===== config.mk =====
export PLATFORM = sky130hd
export DESIGN_NAME = minimig_audio_control
export DESIGN_NICKNAME = d
export VERILOG_FILES = /design/src/rtl/minimig_audio_control.sv
export SDC_FILE = /design/constraint.sdc
export NUM_CORES = 1
export LEC_CHECK = 0
export CORE_UTILIZATION = 52
export CTS_CLUSTER_DIAMETER = 40
export DETAILED_ROUTE_END_ITERATION = 10
export PLACE_DENSITY = 0.75
export SLEW_MARGIN = 20
export SYNTH_ARGS = -nofsm -noshare
export SYNTH_HDL_FRONTEND = slang
export SYNTH_SLANG_ARGS = --single-unit

===== constraint.sdc =====
create_clock -name clk -period 2.8 [get_ports clk]
set_input_delay 0.56 -clock clk [delete_from_list [all_inputs] [get_ports clk]]
set_output_delay 0.56 -clock clk [all_outputs]
set_load 0.02 [all_outputs]

===== src/rtl/minimig_audio_control.sv =====
// Minimig audio control registers with ramped volume channels and overflow monitor.
// Optional mute register enabled by MINIMIG_AUDCTRL_MUTE_EN.
module minimig_audio_control #(
  parameter int          NUM_VOL    = 5,
  parameter int          VOL_WIDTH  = 8,
  parameter logic [7:0]  VOL_RESET  = 8'h80,
  parameter logic [15:0] RAMP_RESET = 16'd0,
  parameter logic [15:0] CAPS       = 16'h0005
) (
  input  logic                         clk,
  input  logic                         rst_n,
  input  logic [15:0]                  data_in,
  output logic [15:0]                  data_out,
  input  logic [15:1]                  addr,
  input  logic                         rd,
  input  logic                         hwr,
  input  logic                         lwr,
  input  logic                         sel,
  input  logic                         audio_overflow,
  output logic [NUM_VOL*VOL_WIDTH-1:0] vol_out,
  output logic                         sermidi,
  output logic                         drivesound_fdd,
  output logic                         drivesound_hdd
);

  localparam logic [VOL_WIDTH-1:0] VRST = VOL_RESET[VOL_WIDTH-1:0];
  localparam logic [2:0] NV_M1 = 3'(NUM_VOL - 1);
  localparam logic [7:0] VEND = 8'(8 + NUM_VOL);

  logic [7:0] a;
  logic [7:0] vidx;
  logic       wr;
  logic       vsel;
  logic       div_wr;
  logic       ovf_clr;
  logic       tick;
  logic       busy;
  logic       mute;
  logic       unused_ok;

  assign a         = addr[8:1];
  assign wr        = sel & lwr;
  assign vidx      = a - 8'h08;
  assign vsel      = (a >= 8'h08) && (a < VEND);
  assign div_wr    = wr && (a == 8'h05);
  assign ovf_clr   = wr && (a == 8'h06);
  assign unused_ok = ^{hwr, addr[15:9]};

  logic                 sermidi_q, fdd_q, hdd_q;
  logic [15:0]          div_q, cnt_q, cnt_d;
  logic                 ovf_flag_q, ovf_flag_d;
  logic [7:0]           ovf_cnt_q, ovf_cnt_d;
  logic [15:0]          data_out_q, rdata;
  logic [VOL_WIDTH-1:0] tgt_q [NUM_VOL];
  logic [VOL_WIDTH-1:0] tgt_d [NUM_VOL];
  logic [VOL_WIDTH-1:0] cur_q [NUM_VOL];
  logic [VOL_WIDTH-1:0] cur_d [NUM_VOL];
  logic [VOL_WIDTH-1:0] eff   [NUM_VOL];

`ifdef MINIMIG_AUDCTRL_MUTE_EN
  localparam logic MUTE_PRESENT = 1'b1;
  logic mute_q;
  always_ff @(posedge clk or negedge rst_n) begin
    if (!rst_n) begin
      mute_q <= 1'b0;
    end else if (wr && (a == 8'h03)) begin
      mute_q <= data_in[0];
    end
  end
  assign mute = mute_q;
`else
  localparam logic MUTE_PRESENT = 1'b0;
  assign mute = 1'b0;
`endif

  // A divisor write restarts the tick period without emitting a tick.
  assign tick  = (cnt_q == 16'd0) && !div_wr;
  assign cnt_d = div_wr ? data_in :
                 (cnt_q == 16'd0) ? div_q : cnt_q - 16'd1;

  always_comb begin
    busy = 1'b0;
    for (int i = 0; i < NUM_VOL; i++) begin
      eff[i]   = mute ? '0 : tgt_q[i];
      tgt_d[i] = tgt_q[i];
      cur_d[i] = cur_q[i];
      busy     = busy | (cur_q[i] != eff[i]);
      if (wr && vsel && (vidx == 8'(i))) begin
        tgt_d[i] = data_in[VOL_WIDTH-1:0];
      end
      if (div_q == 16'd0) begin
        cur_d[i] = eff[i];
      end else if (tick) begin
        if (cur_q[i] < eff[i]) begin
          cur_d[i] = cur_q[i] + 1'b1;
        end else if (cur_q[i] > eff[i]) begin
          cur_d[i] = cur_q[i] - 1'b1;
        end
      end
    end
  end

  // Clear takes priority, so a coincident pulse still counts once.
  always_comb begin
    ovf_flag_d = ovf_clr ? 1'b0 : ovf_flag_q;
    ovf_cnt_d  = ovf_clr ? 8'd0 : ovf_cnt_q;
    if (audio_overflow) begin
      ovf_flag_d = 1'b1;
      if (ovf_cnt_d != 8'hFF) begin
        ovf_cnt_d = ovf_cnt_d + 8'd1;
      end
    end
  end

  always_comb begin
    rdata = '0;
    case (a)
      8'h00: rdata = {15'd0, sermidi_q};
      8'h01: rdata = {14'd0, hdd_q, fdd_q};
      8'h03: rdata = {15'd0, mute};
      8'h04: rdata = {15'd0, busy};
      8'h05: rdata = div_q;
      8'h06: rdata = {ovf_cnt_q, 7'd0, ovf_flag_q};
      8'h07: rdata = {CAPS[15:12], NV_M1, MUTE_PRESENT, CAPS[7:0]};
      default: begin
        for (int i = 0; i < NUM_VOL; i++) begin
          if (vsel && (vidx == 8'(i))) begin
            rdata = {8'(cur_q[i]), 8'(tgt_q[i])};
          end
        end
      end
    endcase
  end

  always_ff @(posedge clk or negedge rst_n) begin
    if (!rst_n) begin
      sermidi_q  <= 1'b1;
      fdd_q      <= 1'b0;
      hdd_q      <= 1'b0;
      div_q      <= RAMP_RESET;
      cnt_q      <= RAMP_RESET;
      ovf_flag_q <= 1'b0;
      ovf_cnt_q  <= 8'd0;
      data_out_q <= 16'd0;
      for (int i = 0; i < NUM_VOL; i++) begin
        tgt_q[i] <= VRST;
        cur_q[i] <= VRST;
      end
    end else begin
      if (wr && (a == 8'h00)) sermidi_q <= data_in[0];
      if (wr && (a == 8'h01)) begin
        fdd_q <= data_in[0];
        hdd_q <= data_in[1];
      end
      if (div_wr) div_q <= data_in;
      cnt_q      <= cnt_d;
      ovf_flag_q <= ovf_flag_d;
      ovf_cnt_q  <= ovf_cnt_d;
      data_out_q <= (sel && rd) ? rdata : 16'd0;
      for (int i = 0; i < NUM_VOL; i++) begin
        tgt_q[i] <= tgt_d[i];
        cur_q[i] <= cur_d[i];
      end
    end
  end

  always_comb begin
    vol_out = '0;
    for (int i = 0; i < NUM_VOL; i++) begin
      vol_out[i*VOL_WIDTH +: VOL_WIDTH] = cur_q[i];
    end
  end

  assign data_out       = data_out_q;
  assign sermidi        = sermidi_q;
  assign drivesound_fdd = fdd_q;
  assign drivesound_hdd = hdd_q;

endmodule


==> key figures <==
Synth
  – Synth Register Bits: 140
  – Largest family of logic cells by synthesized area: compound AO/OA/AOI/OAI gates
  – Synth top cells by count: nand2_1, dfrtp_1, o21ai_0
  – Synth warn: 0
  – Post-Syn Area per Cell: 8.85 µm²
  – Sequential fraction of the synthesis area: 0.385
  – Post-Synthesis Net Count: 1153
  – Mux cell area share after synthesis: 0.0427
  – Simple-Gate Fraction of Synth Area: 0.181
  – Post-synth ARST share: 1.00
  – Post-synth top area cell: dfrtp_1
  – Synth Cell Area: 9140 µm²
  – Cells after Synth: 1032
  – Post-synth EDFFs: 0
  – Synth top area share: 0.353
  – Post-Synth XOR/XNOR Area: 0.0460
  – Compound-gate portion of the synthesized area: 0.183
  – Synth area leaders: dfrtp_1, ha_1, nand2_1, o21ai_0, a21oi_1
  – Most frequent cell after synthesis: nand2_1
  – Top_reg_cell synth: dfrtp_1
  – Synth Area in Adders: 0.118
  – Yosys cell types: 56

Placement
  – DP HPWL: 22500 µm
  – RePlAce Congestion: 0.979
  – Setup WS pre-CTS: -0.475 ns
  – Dpl cell area: 11900 µm²
  – Port buffer count: 88

Critical path
  – Startpoint Class: register
  – CP Max Fanout: 5
  – Setup CP Type: register to register
  – CP endpoint kind: register
  – Data required, critical path: 3.15 ns
  – Crit path cell chain: ha_4 -> nor2b_1 -> o21ai_2 -> nand2_2 -> a21o_4 -> buf_12 -> ha_4 -> nand2_2 -> o2111ai_4 -> a21o_1 -> a21oi_2 -> xnor2_2 -> mux2i_1 -> o211ai_1
  – Worst path slowest cell: dfrtp_2
  – Critical path arrival: 3.30 ns
  – Slowest stage delay, CP: 0.44 ns

Cells and area
  – Fin area: 13300 µm²
  – ANT cells: 0
  – Register area: 3530 µm²
  – # nets final: 1446
  – Util after Layout: 0.769
  – Share of cells above drive strength 1: 0.312
  – Area Overhead vs Synth: 45.1%
  – Area occupied by multi-input gates: 6000 µm²
  – Fillers: 1119

Routing
  – Total Wirelength: 32700 µm
  – Initial DRC Count: 937
  – Drt wl/cell: 20.9 µm
  – Detailed-router iteration count before antenna repair: 10
  – Vias/cell: 6.02
  – Remaining DRCs: 0
  – DR vias: 9414
  – Routed Antenna Nets: 0

Timing
  – Peak Freq: 339 MHz
  – Final hold violations: 0
  – Part of the cycle the worst path needs: 1.05
  – RSZ-0062 raised after global routing: true
  – Clk_skew: 0.00934 ns
  – Final setup viols: 8
  – Relative slew margins: 0.514
  – Min Tclk post-route: 2.95 ns
  – Final worst slack: -0.152 ns
  – Max Slew Vio Count: 0
  – Worst-margin pin slew: 0.727 ns

Clock tree
  – CTS tree: yes
  – Hold_buf cts: 0
  – Worst-path clk slew: 0.06 ns
  – Max Root-Sink Buffers: 2
  – Clk sinks: 140
  – CTS root buf: clkbuf_16
  – CTS Buf Count: 17
  – H-tree levels: 4
  – Latest clock arrival within the worst-skew pair: 0.44 ns

Floorplanning
  – CORE AREA: 17200 µm²
  – Die area: 18100 µm²
  – Die height: 135 µm
  – Site Rows: 48
  – Width of the chip: 135 µm
  – Initial Util: 0.530
  – IO Pins: 97

GRT
  – Largest net degree at the start of global routing: 62
  – First-pass GRT wire length: 48500 µm
  – Total gr overflow: 0
  – Initial antenna violation count: 0
  – Gr usage total: 0.355
  – Via count of the first global-routing pass: 9107

Hold path
  – HP Class: input pin to async pin

Outcome
  – Failing checks: negative setup slack
  – Status: finished with violations

Power
  – Power Dens Cells: 788 nW/µm²
  – Total power: 0.0105 W
  – Peak VDD IR: 0.717 mV
  – Leakage power: 5.94 nW

Run
  – Maximum Capacitance Violations: 0
==> critical path, delay by kind of cell (launching register included) <==
kind | cells | cell delay (ns)
muxes | 1 | 0.20
adders and majority gates | 2 | 0.49
AOI/OAI and AO/OA | 6 | 1.07
xor gates and xnor gates | 1 | 0.15
buffers and inverters | 1 | 0.14
DFF | 1 | 0.44
and+or+nand+nor | 3 | 0.37
==> layer usage <==
layer,global-route usage,up-vias,share of wire
met2,0.592,460,0.48
met3,0.0638,137,0.076
li1,-,4274,-
met5,0,-,0
met1,0.435,4543,0.39
met4,0.202,0,0.060
==> path summary, 6_finish.rpt <==
path,from,end,slack [ns],depth (start not counted)
worst min-delay path,rst_n,div_q[15],0.10,1
worst min register to register,eff[23],eff[23],0.53,2
worst max-delay path,vol_out[1],vol_out[7],-0.15,14
min in group clk,eff[23],eff[23],0.53,2
max in group asynchronous,rst_n,vol_out[39],1.93,2
worst max register to register,vol_out[1],vol_out[7],-0.15,14
==> where the power goes <==
group	internal, W	switching, W	total (W)
clock	0.00133	0.000871	0.00220
sequential	0.00226	0.000227	0.00249
combinational	0.00294	0.00283	0.00577
total	0.00653	0.00393	0.0105
==> registers in the layout (all words and copies together), names as in the netlist <==
| register | flops |
|---|---|
| cnt_q | 16 |
| eff | 40 |
| ovf_flag_q | 1 |
| drivesound_hdd | 1 |
| data_out | 16 |
| vol_out | 40 |
| div_q | 16 |
| drivesound_fdd | 1 |
| ovf_cnt_q | 8 |
| sermidi | 1 |
==> placed cells by master, fill, tap and decap left out, drive strengths merged, types with 12 or more instances in the layout <==
cell and instances:
a21o 14, a21oi 78, a22oi 12, buf 225, clkbuf 24, clkdlybuf4s50 87, dfrtp 129, ha 78
inv 61, mux2 16, mux2i 21, nand2 167, nand3 22, nand4 13, nor2 60, nor3 20
nor4 16, o21ai 110, xnor2 37
==> kinds of logic (layout without fill, tap and decap cells) <==
family | Yosys count | after routing
simple gates | 346 | 346
compound gates | 279 | 279
flops | 140 | 140
buf+inv | 99 | 405
fa+ha+maj | 83 | 83
xor+xnor | 48 | 48
mux | 37 | 37
==> area by class of cell <==
type,instances,area share
clock buffers,24,0.0348
flip-flops and latches,140,0.266
inverters,61,0.0173
clock inverters,8,0.00698
repair buffers,312,0.201
well taps,225,0.0212
multi-input cells,793,0.453
==> timing repair <==
| action | 4_1_cts | 5_1_grt |
|---|---|---|
| endpoints found under the setup margin | 17 | 28 |
| resized for setup | 43 | 75 |
| setup buffers | 15 | 17 |
| pin swaps | 37 | 55 |
| cloned | 0 | 0 |
==> through the flow <==
stage,hold WS (ns),setup TNS (ns),std cells
finish,0.103,-0.567,1563
global route,0.155,-2.23,1563
CTS,0.147,-0.324,1546
detailed placement,0.471,-23.02,1499
global placement,0.477,-18.85,1499
floorplan,0.264,-0.0408,1032
(Power assumes the default switching activity.)
